`src/rtl/ram_copy_engine.sv`:
```
// rtl/ram_copy_engine.sv - RAM block copy engine (optional fill mode under RAM_COPY_FILL_EN)
module ram_copy_engine #(
    parameter int ADDR_WIDTH = 16,
    parameter int DATA_WIDTH = 8,
    parameter int LEN_WIDTH  = 16
) (
    input  logic                  clk,
    input  logic                  rst_n,
    input  logic                  start,
    input  logic                  abort,
    input  logic [ADDR_WIDTH-1:0] src_addr,
    input  logic [ADDR_WIDTH-1:0] dst_addr,
    input  logic [LEN_WIDTH-1:0]  length,
`ifdef RAM_COPY_FILL_EN
    input  logic                  fill_mode,
    input  logic [DATA_WIDTH-1:0] fill_value,
`endif
    output logic                  busy,
    output logic                  done,
    output logic [LEN_WIDTH-1:0]  bytes_done,
    output logic [ADDR_WIDTH-1:0] mem_address,
    output logic [DATA_WIDTH-1:0] mem_wdata,
    output logic                  mem_write_enable,
    output logic                  mem_read_enable,
    input  logic [DATA_WIDTH-1:0] mem_rdata
);

    typedef enum logic [1:0] {S_IDLE, S_RD, S_WR, S_FIN} state_t;

    localparam logic [ADDR_WIDTH-1:0] ADDR_ONE = ADDR_WIDTH'(1);
    localparam logic [LEN_WIDTH-1:0]  LEN_ONE  = LEN_WIDTH'(1);
    localparam logic [LEN_WIDTH-1:0]  LEN_ZERO = '0;

    state_t                state_q, state_d;
    logic [ADDR_WIDTH-1:0] src_q, dst_q, addr_hold_q;
    logic [LEN_WIDTH-1:0]  rem_q, bytes_q;
    logic                  fill_q;
    logic [DATA_WIDTH-1:0] fill_val_q;
    logic                  start_fill;
    logic [DATA_WIDTH-1:0] start_fill_val;

`ifdef RAM_COPY_FILL_EN
    assign start_fill     = fill_mode;
    assign start_fill_val = fill_value;
`else
    assign start_fill     = 1'b0;
    assign start_fill_val = '0;
`endif

    assign bytes_done = bytes_q;

    // State register
    always_ff @(posedge clk or negedge rst_n) begin
        if (!rst_n) begin
            state_q <= S_IDLE;
        end else begin
            state_q <= state_d;
        end
    end

    // Next-state decode and RAM port drive; address holds its last value when idle
    always_comb begin
        state_d          = state_q;
        busy             = 1'b0;
        done             = 1'b0;
        mem_read_enable  = 1'b0;
        mem_write_enable = 1'b0;
        mem_address      = addr_hold_q;
        mem_wdata        = '0;
        case (state_q)
            S_IDLE: begin
                if (start) begin
                    if (length == LEN_ZERO) begin
                        state_d = S_FIN;
                    end else if (start_fill) begin
                        state_d = S_WR;
                    end else begin
                        state_d = S_RD;
                    end
                end
            end
            S_RD: begin
                busy            = 1'b1;
                mem_read_enable = 1'b1;
                mem_address     = src_q;
                state_d         = abort ? S_FIN : S_WR;
            end
            S_WR: begin
                busy             = 1'b1;
                mem_write_enable = 1'b1;
                mem_address      = dst_q;
                mem_wdata        = fill_q ? fill_val_q : mem_rdata;
                if (rem_q == LEN_ONE || abort) begin
                    state_d = S_FIN;
                end else begin
                    state_d = fill_q ? S_WR : S_RD;
                end
            end
            S_FIN: begin
                done    = 1'b1;
                state_d = S_IDLE;
            end
            default: state_d = S_IDLE;
        endcase
    end

    // Transfer bookkeeping: latch request on start, advance pointers after each write
    always_ff @(posedge clk or negedge rst_n) begin
        if (!rst_n) begin
            src_q       <= '0;
            dst_q       <= '0;
            rem_q       <= '0;
            bytes_q     <= '0;
            fill_q      <= 1'b0;
            fill_val_q  <= '0;
            addr_hold_q <= '0;
        end else begin
            if (state_q == S_RD || state_q == S_WR) begin
                addr_hold_q <= mem_address;
            end
            if (state_q == S_IDLE && start) begin
                src_q      <= src_addr;
                dst_q      <= dst_addr;
                rem_q      <= length;
                bytes_q    <= '0;
                fill_q     <= start_fill;
                fill_val_q <= start_fill_val;
            end else if (state_q == S_WR) begin
                src_q   <= src_q + ADDR_ONE;
                dst_q   <= dst_q + ADDR_ONE;
                rem_q   <= rem_q - LEN_ONE;
                bytes_q <= bytes_q + LEN_ONE;
            end
        end
    end

endmodule

```
`config.mk`:
```
export PLATFORM = sky130hd
export DESIGN_NAME = ram_copy_engine
export DESIGN_NICKNAME = d
export VERILOG_FILES = /design/src/rtl/ram_copy_engine.sv
export SDC_FILE = /design/constraint.sdc
export NUM_CORES = 1
export LEC_CHECK = 0
export ABC_AREA = 1
export BUFFER_PORTS_ARGS = -buffer_cell sky130_fd_sc_hd__buf_2
export CAP_MARGIN = 20
export CORE_MARGIN = 8
export CORE_UTILIZATION = 55
export CTS_CLUSTER_DIAMETER = 150
export DETAILED_ROUTE_END_ITERATION = 10
export GPL_ROUTABILITY_DRIVEN = 0
export PLACE_DENSITY_LB_ADDON = 0.3
export SLEW_MARGIN = 10
export SYNTH_ARGS = -nofsm -noshare
export SYNTH_HDL_FRONTEND = slang
export SYNTH_SLANG_ARGS = --single-unit
```
`constraint.sdc`:
```
create_clock -name clk -period 2.3 [get_ports clk]
set_clock_uncertainty 0.2 [all_clocks]
set_input_delay 0 -clock clk [delete_from_list [all_inputs] [get_ports clk]]
set_output_delay 0 -clock clk [all_outputs]
set_load 0.03 [all_outputs]
```
# [Yosys cells after proc, flatten, opt, wreduce, memory -nomap -nowiden]
# Cells that the tools add are included.
[word_totals] register_bits=82 inputBits=60 output_inout_bits=44 word_cells=41
[op_classes] n_addsub=4 eq_ne=5 mux=19 n_reduce_logical=7
[ops] operator="16-bit two-way mux" n=8
[ops] operator="16-bit by 1-bit adder with 16-bit output (second input constant)" n=3
[ops] operator="16-bit one-hot mux with 2 select lines" n=1
[ops] operator="16-bit by 1-bit == test with 1-bit output (second input constant)" n=1
[ops] operator="16-bit zero test" n=1
[ops] operator="16-bit by 1-bit subtractor with 16-bit output (second input constant)" n=1
[ops] operator="8-bit two-way mux" n=1
[ops] operator="2-bit one-hot mux with 4 select lines" n=1
[ops] operator="2-bit two-way mux" n=3
[ops] operator="1-bit two-way mux" n=5
[ops] operator="2-bit == test (second input constant)" n=2
[ops] operator="2-bit by 1-bit == test with 1-bit output (second input constant)" n=1
[ops] operator="2-bit zero test" n=1
[ops] operator="1-bit logical OR" n=2
[ops] operator="2-bit != test (second input constant)" n=1
[ops] operator="2-bit nonzero test" n=1
[ops] operator="2-bit OR reduction" n=1
[ops] operator="1-bit logical AND" n=1

# [Depth between registers and ports, before layout]
# Gate-level depths: netlist of run 1.
[depth] ltp_word=4 mapped_depth=12 mapped_depth_nobuf=11

# [Worst setup path before layout of run 1]
# Ideal clock, no wire load.
[synth_timing] path_type="flip-flop to output port" from="reg state_q[0]" to="out mem_address[11]" arrival_ns=2.107 t_required_ns=2.100 path_slack_ns=-0.007 path_stages_with_launch=7 path_buffers=2 path_cell_list="dfrtp_1 -> inv_1 -> ha_1 -> buf_4 -> clkbuf_1 -> nand2_1 -> a31oi_1"
[synth_between] elab_chain_len=2 elab_cells_between_ends=3 classes_between="2 x eq/ne; 1 x mux"
[synth_rtl] element="start: declaration" line="34" text="state_t state_q, state_d;"
[synth_rtl] element="start signal: assignment" line="57" text="state_q <= state_d;"
[synth_rtl] element="2-bit == test or 2-bit by 1-bit == test with 1-bit output (tied branches)" line="70" text="case (state_q)"
[synth_rtl] element="16-bit one-hot mux with 2 select lines *" line="70"
[synth_rtl] element="end: declaration" line="21" text="output logic [ADDR_WIDTH-1:0] mem_address,"
# Mark *: on every way between the ends. The rest lies on a longest branch, timed or not.

# [Worst setup path after layout of run 1]
[layout_timing] from="reg state_q[0]" to="out mem_address[1]"
# The elaborated chain is that of the path after synthesis.

==> results of run 1 <==
-- logic make-up after synthesis --
| logic type | after synthesis | share of synthesized area (%) |
|---|---|---|
| AOI/OAI and AO/OA | 123 | 14.8 |
| xor gates and xnor gates | 15 | 2.62 |
| buffers and inverters | 107 | 8.25 |
| DFF | 82 | 41.0 |
| adders and majority gates | 10 | 2.50 |
| and+or+nand+nor | 371 | 30.9 |
-- sequential cells by signal, summed over array words and instances, names as in the netlist --
register / flops
addr_hold_q: 16
bytes_done: 16
dst_q: 16
rem_q: 16
src_q: 16
state_q: 2
-- critical path: stages (launching register included) --
cell,delay [ps]
dfrtp_1,410
inv_2,110
ha_2,440
buf_12,210
nor2_1,100
a31oi_2,200
clkbuf_4,230
-- through the flow --
stage | hold WS, ps | cell area, um2 | worst slack [ps]
after floorplan | -496 | 5100 | 48.5
after global placement | -130 | 5780 | 171
after detailed placement | -127 | 5780 | 32.4
after CTS | 32.4 | 6570 | 12.5
after global routing | 60.2 | 6630 | -7.47
final | -0.597 | 6630 | 32.1
-- cells in the mapped netlist (2+ instances only) --
library cell	n	share of area, %
nand2_1	191	14
nor2_1	97	7.3
dfrtp_1	82	41
inv_1	77	5.8
nand3_1	38	3.8
o21ai_0	34	3.4
a31oi_1	33	4.1
a21oi_1	21	2.1
clkbuf_1	18	1.3
nor3_1	17	1.7
nand4_1	14	1.7
xor2_1	13	2.3
ha_1	10	2.5
o211ai_1	8	1.2
o21bai_1	7	1.0
o22ai_1	7	0.87
buf_2	6	0.60
o221ai_1	5	0.87
inv_2	3	0.22
nand3b_1	3	0.45
a211oi_1	2	0.30
buf_1	2	0.15
nor2_2	2	0.25
nor3b_1	2	0.30
nor4_1	2	0.25
o21ai_1	2	0.20
or2_2	2	0.25
xnor2_1	2	0.35
-- what timing repair did --
action,4_1_cts,5_1_grt
gates resized for setup,3,11
hold endpoints to repair,132,0
endpoints found under the setup margin,11,11
gates cloned,0,1
hold buffers,56,0
-- layout by cell type, fill, tap and decap left out, types with 3 or more instances in the layout --
cell type	Yosys	routed
xor2_1	13	13
ha_1	10	7
a31oi_2	0	16
o221ai_1	5	5
buf_2	6	99
inv_1	77	75
a21oi_1	21	21
buf_12	0	3
nand3_1	38	38
o21ai_0	34	34
dlygate4sd3_1	0	56
nor3_1	17	17
clkbuf_8	0	10
a31oi_1	33	17
o22ai_1	7	7
nand4_1	14	14
nand2_1	191	190
o211ai_1	8	8
inv_2	3	5
nor2_2	2	3
nand3b_1	3	3
dfrtp_1	82	81
buf_4	1	11
o21bai_1	7	7
nor2_1	97	96
-- area by class of cell --
class | count | share of cell area [%]
Clock buffer | 11 | 2.13
Antenna cell | 1 | 0.0378
Timing Repair Buffer | 172 | 18.7
Sequential cell | 82 | 31.0
Multi-Input combinational cell | 519 | 40.4
Inverter | 80 | 4.53
Clock inverter | 5 | 1.17
Tap cell | 111 | 2.10
-- power by group through the flow --
stage | clock [uW] | sequential (uW) | combinational (uW)
2_1_floorplan | 0 | 2530 | 3930
3_3_place_gp | 0 | 2620 | 5170
3_5_place_dp | 0 | 2640 | 5320
4_1_cts | 1190 | 2630 | 5460
5_1_grt | 1250 | 2730 | 6250
6_report | 1180 | 2660 | 5730
-- per-layer routing --
| metal | track usage, % | vias to the layer above |
|---|---|---|
| li1 | - | 2637 |
| met1 | 30.2 | 2631 |
| met2 | 41.3 | 273 |
| met3 | 5.97 | 42 |
| met4 | 12.1 | 0 |
| met5 | 0 | - |
-- worst min path at each step --
stage / slack, ps / endpoint
finish: -0.6 / addr_hold_q[11]$_DFFE_PN0N_
global route: 60 / addr_hold_q[11]$_DFFE_PN0N_
CTS: 30 / addr_hold_q[11]$_DFFE_PN0N_
detailed placement: -130 / addr_hold_q[11]$_DFFE_PN0N_
global placement: -130 / addr_hold_q[11]$_DFFE_PN0N_
floorplan: -500 / addr_hold_q[0]$_DFFE_PN0N_
==> results.py, run 1 <==
metrics = {
    "worst_setup_path": {
        "rrSetupSlack_ps": 100,
        "rr_endpoint": "state_q[1]$_DFFE_PN0P_",
        "r2r_cells": 9,
        "start_kind": "register",
        "crit_start": "state_q[0]$_DFFE_PN0P_",
        "critPathArrivalTime_ps": 2070,
        "critPathKind": "register to primary output",
        "crit_required_ps": 2100,
        "end_kind": "primary output",
        "rr_startpoint": "state_q[0]$_DFFE_PN0P_",
        "worstSetupEndpoint": "mem_address[1]",
        "path_max_fanout": 25,
    },
    "synthesis": {
        "synth.distinct_cells": 36,
        "netlist_area_mm2": 0.00501,
        "synth_edf_count": 0,
        "synthCells": 708,
        "ys_ff_latch": 82,
        "seq_area_frac_synth_pct": 41.0,
        "yosys_most_used_dff": "dfrtp_1",
        "synthesis.nets": 778,
        "ys_warn_count": 0,
        "synthArstFlopShare_pct": 100,
        "avgSynthCellArea_um2": 7.07,
    },
    "place": {
        "dpl.hpwl_um": 10700,
        "io_buffers": 103,
        "numPlacedInstances": 907,
    },
    "clocking": {
        "cts-root-buf": "clkbuf_8",
        "cts.sinks": 82,
        "htreeDepth": 3,
        "clk_path_buf_depth": 2,
        "insertion_delay_ps": 360,
        "cts_buffers": 9,
        "cts_tree": "built",
        "cts.clk_slew.worst_paths_ps": 90,
        "cts_setup_buffers": 0,
    },
    "sta": {
        "finalSetupViolations": 0,
        "fmax_ghz": 0.441,
        "period_minus_slack_ps": 2270,
        "worstMarginPinSlew_ps": 574,
        "tns_ps": 0,
        "slew_headroom_pct": 61.7,
        "min_period_over_period_pct": 98.6,
        "finalMaxSlewViolations": 0,
        "whs_ps": -0.597,
        "finalHoldViolCount": 4,
    },
    "power_and_ir_drop": {
        "combPwrFrac_pct": 59.9,
        "p_sw_share_pct": 50.7,
        "p_sw_uw": 4850,
        "total_power_uw": 9570,
        "p_int_uw": 4720,
        "p_seq_share_pct": 27.8,
        "p_leak_uw": 0.00323,
        "peakVddDrop_mv": 1.35,
        "power_density_mw_per_mm2": 1440,
        "p_clk_share_pct": 12.3,
    },
    "layout": {
        "nFillCells": 711,
        "multi_input_area_mm2": 0.00268,
        "layout.area.seq_mm2": 0.00205,
        "finish.utilization_pct": 73.5,
        "synthToLayoutAreaGrowth_pct": 32.4,
        "drive_gt1_share_pct": 19.0,
        "stdcell_count": 981,
        "nets": 934,
    },
    "drt": {
        "via_per_inst": 5.69,
        "drt_iter0_markers": 481,
        "routed_wl_um": 16000,
        "wl_met2_um": 7870,
        "vias": 5583,
        "wl_met1_um": 6430,
        "met3WireLength_um": 1240,
        "drc_errors": 0,
        "dr.pass1.iters": 5,
        "top_layer_used": "met4",
        "avgRoutedWirePerCell_um": 16.3,
        "ant_nets": 0,
    },
    "job": {
        "maxCapViolations": 0,
    },
    "global_routing": {
        "grt-ovfl-total": 0,
        "grt_pass1_vias": 5591,
        "grt_max_degree": 83,
        "antenna_found_initial": 1,
        "grt_pass1_wl_um": 26100,
        "track_usage_pct": 25.1,
    },
    "floorplan": {
        "die_w_um": 111,
        "num_rows": 35,
        "die_area_mm2": 0.0124,
        "core_area_mm2": 0.00902,
        "initial_core_util_pct": 55.5,
        "io_pins": 104,
        "die_h_um": 111,
    },
    "min_path": {
        "hold_class": "input port to asynchronous set/reset pin",
    },
    "status": {
        "status": "complete, but fails checks",
        "violations": "hold timing",
    },
}
(Power assumes the default switching activity.)
==> run 2: changes to the inputs <==
--- a/config.mk
+++ b/config.mk
@@ -8,7 +8,7 @@
 export ABC_AREA = 1
 export BUFFER_PORTS_ARGS = -buffer_cell sky130_fd_sc_hd__buf_2
 export CAP_MARGIN = 20
-export CORE_MARGIN = 8
+export CORE_MARGIN = 2
 export CORE_UTILIZATION = 55
 export CTS_CLUSTER_DIAMETER = 150
 export DETAILED_ROUTE_END_ITERATION = 10
==> results.py, run 2 (synthesized netlist as in run 1, its figures left out) <==
metrics = {
    "drt": {
        "dr.pass1.iters": 5,
        "via_per_inst": 5.69,
        "drt_iter0_markers": 452,
        "vias": 5556,
        "ant_nets": 0,
        "drc_errors": 0,
        "routed_wl_um": 15000,
        "avgRoutedWirePerCell_um": 15.4,
    },
    "worst_setup_path": {
        "rrSetupSlack_ps": 180,
        "rr_endpoint": "state_q[0]$_DFFE_PN0P_",
        "rr_startpoint": "state_q[1]$_DFFE_PN0P_",
        "end_kind": "primary output",
        "start_kind": "register",
        "critPathArrivalTime_ps": 2030,
        "r2r_cells": 6,
        "critPathKind": "register to primary output",
        "path_max_fanout": 25,
        "crit_required_ps": 2100,
    },
    "floorplan": {
        "die_area_mm2": 0.00988,
        "num_rows": 34,
        "io_pins": 104,
        "core_area_mm2": 0.00876,
        "die_h_um": 99.4,
        "initial_core_util_pct": 57.1,
        "die_w_um": 99.4,
    },
    "power_and_ir_drop": {
        "power_density_mw_per_mm2": 1430,
        "p_int_uw": 4610,
        "p_leak_uw": 0.00324,
        "p_sw_uw": 4800,
        "p_seq_share_pct": 28.4,
        "total_power_uw": 9410,
        "p_clk_share_pct": 11.7,
        "p_sw_share_pct": 51.0,
        "peakVddDrop_mv": 0.936,
        "combPwrFrac_pct": 59.9,
    },
    "min_path": {
        "min_path_cells": 4,
        "hold_class": "input port to primary output",
        "hold_end": "mem_wdata[4]",
        "hp-start": "mem_rdata[4]",
    },
    "clocking": {
        "cts.sinks": 82,
        "cts-root-buf": "clkbuf_8",
        "cts_buffers": 9,
        "insertion_delay_ps": 370,
        "cts.clk_slew.worst_paths_ps": 80,
        "htreeDepth": 3,
        "clk_path_buf_depth": 2,
        "cts_tree": "built",
    },
    "global_routing": {
        "grt-busiest-layer": "met2",
        "grt_max_degree": 56,
        "met1_usage_pct": 39.8,
        "grt-ovfl-total": 0,
        "grt_pass1_wl_um": 24400,
        "grt_pass1_vias": 5328,
        "track_usage_pct": 30.6,
        "use_met2_pct": 51.0,
        "grt_use_met3_pct": 3.44,
        "antenna_found_initial": 0,
    },
    "sta": {
        "worstMarginPinSlew_ps": 552,
        "finalHoldViolCount": 0,
        "tns_ps": 0,
        "whs_ps": 137,
        "rsz0062_at_grt": "false",
        "period_minus_slack_ps": 2230,
        "finalSetupViolations": 0,
        "slew_headroom_pct": 63.2,
        "finalMaxSlewViolations": 0,
        "min_period_over_period_pct": 97.1,
        "fmax_ghz": 0.448,
    },
    "layout": {
        "final_cell_mix": "191 x nand2_1, 101 x buf_2, 97 x nor2_1",
        "final_area_mm2": 0.00659,
        "antenna_cells": 0,
        "drive_gt1_share_pct": 18.8,
        "stdcell_count": 976,
        "nets": 933,
        "final_common_cell": "nand2_1",
        "synthToLayoutAreaGrowth_pct": 31.5,
    },
    "place": {
        "placed_area_mm2": 0.00578,
        "dpl.hpwl_um": 10100,
        "io_buffers": 103,
        "numPlacedInstances": 905,
    },
    "status": {
        "status": "complete, no violations",
    },
    "job": {
        "maxCapViolations": 0,
    },
}
==> run 2: what timing repair did <==
item | 4_1_cts | 5_1_grt
buffers inserted | 0 | 0
endpoints found under the setup margin | 2 | 4
pin swaps | 0 | 0
gates resized for setup | 1 | 6
hold endpoints to repair | 132 | 0
gates cloned | 0 | 1
hold buffers | 54 | 0
==> run 2: per-stage QoR <==
step / setup WS, ps / utilization [%]
CTS: 16.1 / 74.6
finish: 67.5 / 75.1
global placement: 230 / 65.9
global route: 23.8 / 75.1
floorplan: 48.5 / -
detailed placement: 95.2 / 65.9
==> run 2: worst max path at each step <==
stage / start / to / slack (ps) / cells past startpoint
floorplan: state_q[1]$_DFFE_PN0P_ / mem_address[0] / 50 / 5
CTS: state_q[1]$_DFFE_PN0P_ / mem_address[0] / 20 / 6
global placement: state_q[0]$_DFFE_PN0P_ / rem_q[5]$_DFFE_PN0P_ / 230 / 8
global route: state_q[1]$_DFFE_PN0P_ / mem_address[0] / 20 / 6
detailed placement: state_q[0]$_DFFE_PN0P_ / bytes_done[14]$_DFFE_PN0P_ / 100 / 8
finish: state_q[1]$_DFFE_PN0P_ / mem_address[0] / 70 / 6
==> run 2: area by class of cell <==
class	count	area, um2
clock buffers	11	151
clock inverters	5	52.6
fillers	643	2180
inverters	80	300
multi-input cells	519	2660
flip-flops and latches	82	2050
well taps	108	135
repair buffers	171	1230
==> run 2: metal layers <==
| layer | vias to the layer above | share of wire [%] |
|---|---|---|
| li1 | 2645 | - |
| met1 | 2610 | 40 |
| met2 | 253 | 49 |
| met3 | 48 | 7.3 |
| met4 | 0 | 3.4 |
| met5 | - | 0 |
==> run 2: power groups by stage <==
stage | registers [uW] | clock network, uW | logic [uW]
global placement | 2640 | 0 | 5120
detailed placement | 2660 | 0 | 5280
global route | 2760 | 1170 | 6120
finish | 2670 | 1100 | 5640
CTS | 2640 | 1110 | 5380
floorplan | 2530 | 0 | 3930
==> run 2: worst max-delay path, cell delays in order, from the launching register on <==
cell,delay [ps]
dfrtp_2,430
inv_1,120
ha_4,340
buf_12,180
nor2_1,80
a31oi_1,260
clkbuf_4,260
==> run 3: changes to the inputs <==
--- a/config.mk
+++ b/config.mk
@@ -14,6 +14,7 @@
 export DETAILED_ROUTE_END_ITERATION = 10
 export GPL_ROUTABILITY_DRIVEN = 0
 export PLACE_DENSITY_LB_ADDON = 0.3
+export REMOVE_ABC_BUFFERS = 1
 export SLEW_MARGIN = 10
 export SYNTH_ARGS = -nofsm -noshare
 export SYNTH_HDL_FRONTEND = slang
==> results.py, run 3 (synthesized netlist as in run 1, its figures left out) <==
metrics = {
    "power_and_ir_drop": {
        "p_clk_share_pct": 11.6,
        "p_sw_uw": 4650,
        "p_leak_uw": 0.00322,
        "power_density_mw_per_mm2": 1390,
        "peakVddDrop_mv": 0.820,
        "p_int_uw": 4370,
        "p_seq_share_pct": 29.3,
        "combPwrFrac_pct": 59.1,
        "total_power_uw": 9020,
        "p_sw_share_pct": 51.6,
    },
    "worst_setup_path": {
        "critPathKind": "register to primary output",
        "path_max_fanout": 21,
        "crit_slowest_cell": "dfrtp_2",
        "crit_path_max_incr_delay_ps": 430,
        "start_kind": "register",
        "crit_required_ps": 2100,
        "critPathArrivalTime_ps": 2010,
        "cp_cell_sequence": "inv_1 > ha_1 > buf_6 > nor2_1 > a31oi_1 > buf_2",
        "end_kind": "primary output",
        "path_delay_family": "buffers and inverters",
        "crit_buf_inv": 3,
    },
    "floorplan": {
        "core_area_mm2": 0.00876,
        "num_rows": 34,
        "initial_core_util_pct": 57.1,
        "die_w_um": 99.4,
        "io_pins": 104,
        "die_area_mm2": 0.00988,
        "die_h_um": 99.4,
    },
    "global_routing": {
        "track_usage_pct": 30.8,
        "grt-ovfl-total": 0,
        "antenna_found_initial": 0,
        "grt_pass1_wl_um": 24700,
        "grt_max_degree": 56,
        "grt_pass1_vias": 5421,
    },
    "drt": {
        "avgRoutedWirePerCell_um": 15.3,
        "routed_wl_um": 15000,
        "drc_errors": 0,
        "ant_nets": 0,
        "via_per_inst": 5.64,
        "drt_iter0_markers": 378,
        "vias": 5518,
        "dr.pass1.iters": 7,
    },
    "clocking": {
        "insertion_delay_ps": 350,
        "cts_setup_buffers": 0,
        "cts_tree": "built",
        "cts.clk_slew.worst_paths_ps": 70,
        "cts_buffers": 9,
        "cts.sinks": 82,
        "cts-root-buf": "clkbuf_8",
        "clk_path_buf_depth": 2,
        "htreeDepth": 3,
    },
    "layout": {
        "drive_gt1_share_pct": 17.2,
        "final_common_cell": "nand2_1",
        "antenna_cells": 0,
        "final_area_mm2": 0.00648,
        "stdcell_count": 978,
        "nFillCells": 673,
        "final_cell_mix": "190 x nand2_1, 102 x buf_2, 95 x nor2_1",
        "nets": 935,
        "synthToLayoutAreaGrowth_pct": 29.4,
    },
    "sta": {
        "period_minus_slack_ps": 2210,
        "finalSetupViolations": 0,
        "rsz0062_at_grt": "false",
        "fmax_ghz": 0.452,
        "worstMarginPinSlew_ps": 571,
        "slew_headroom_pct": 61.9,
        "finalHoldViolCount": 0,
        "worst_slack_ps": 88.9,
        "tns_ps": 0,
        "finalMaxSlewViolations": 0,
        "min_period_over_period_pct": 96.1,
    },
    "min_path": {
        "hold_class": "input port to primary output",
    },
    "status": {
        "status": "complete, no violations",
    },
    "place": {
        "dpl.hpwl_um": 9920,
        "numPlacedInstances": 907,
        "dpl_worst_slack_ps": 221,
        "placed_area_mm2": 0.00569,
        "io_buffers": 103,
    },
    "job": {
        "maxCapViolations": 0,
    },
}
[run 3: cell types whose count changed in the layout (fill, tap and decap cells not counted), moves of 2 or more]
cell and delta:
a31oi_1 +15, a31oi_2 -15, buf_6 +2, clkbuf_1 +2
clkbuf_8 -2, nor2_1 -2, nor2_2 +2
[run 3: final cells by class]
cell class	instances	area, um2	area share (%)
Inverter	80	300	4.63
Timing Repair Buffer	173	1230	19.0
Clock inverter	5	55.1	0.849
Sequential cell	82	2050	31.7
Clock buffer	11	131	2.03
Multi-Input combinational cell	519	2570	39.7
Tap cell	108	135	2.08
[run 3: power groups by stage]
stage	Sequential (uW)	Clock [uW]	Combinational (uW)
after detailed placement	2640	0	5030
after CTS	2610	1040	5180
final	2640	1040	5330
after global routing	2710	1110	5830
after floorplan	2530	0	3560
after global placement	2610	0	4870
[run 3: layer usage]
layer	track usage (%)	part of all wire (%)	vias up
li1	-	-	2637
met3	4.57	6.0	57
met5	0	0	-
met2	52.0	48	244
met1	38.7	42	2580
met4	15.2	3.7	0
[run 3: worst min-delay path, cell delays in order]
cell     delay [ps]
buf_2            70
nand2_1          40
inv_1            40
buf_2           180
[run 3: what timing repair did]
item | in CTS | in global routing
hold buffers | 55 | 0
endpoints found under the setup margin | 16 | 17
pin swaps | 0 | 0
endpoints found under the hold margin | 134 | 0
gates resized for setup | 2 | 10
[run 3: path summary, 6_finish.rpt]
| check | start | endpoint | slack (ps) | cells past startpoint |
|---|---|---|---|---|
| setup reg to reg | state_q[1]$_DFFE_PN0P_ | state_q[1]$_DFFE_PN0P_ | 130 | 9 |
| max in group asynchronous | rst_n | state_q[1]$_DFFE_PN0P_ | 1030 | 4 |
| min in group asynchronous | rst_n | src_q[13]$_DFFE_PN0P_ | 370 | 3 |
| setup / recovery | state_q[1]$_DFFE_PN0P_ | mem_address[1] | 90 | 6 |
| hold / removal | mem_rdata[5] | mem_wdata[5] | 130 | 4 |
| hold reg to reg | addr_hold_q[12]$_DFFE_PN0N_ | addr_hold_q[12]$_DFFE_PN0N_ | 340 | 2 |
[run 3: stage by stage]
step | hold slack [ps] | utilization [%]
final | 134 | 74.0
after CTS | 135 | 73.5
after global placement | -173 | 64.9
after detailed placement | -172 | 64.9
after floorplan | -496 | -
after global routing | 161 | 74.0
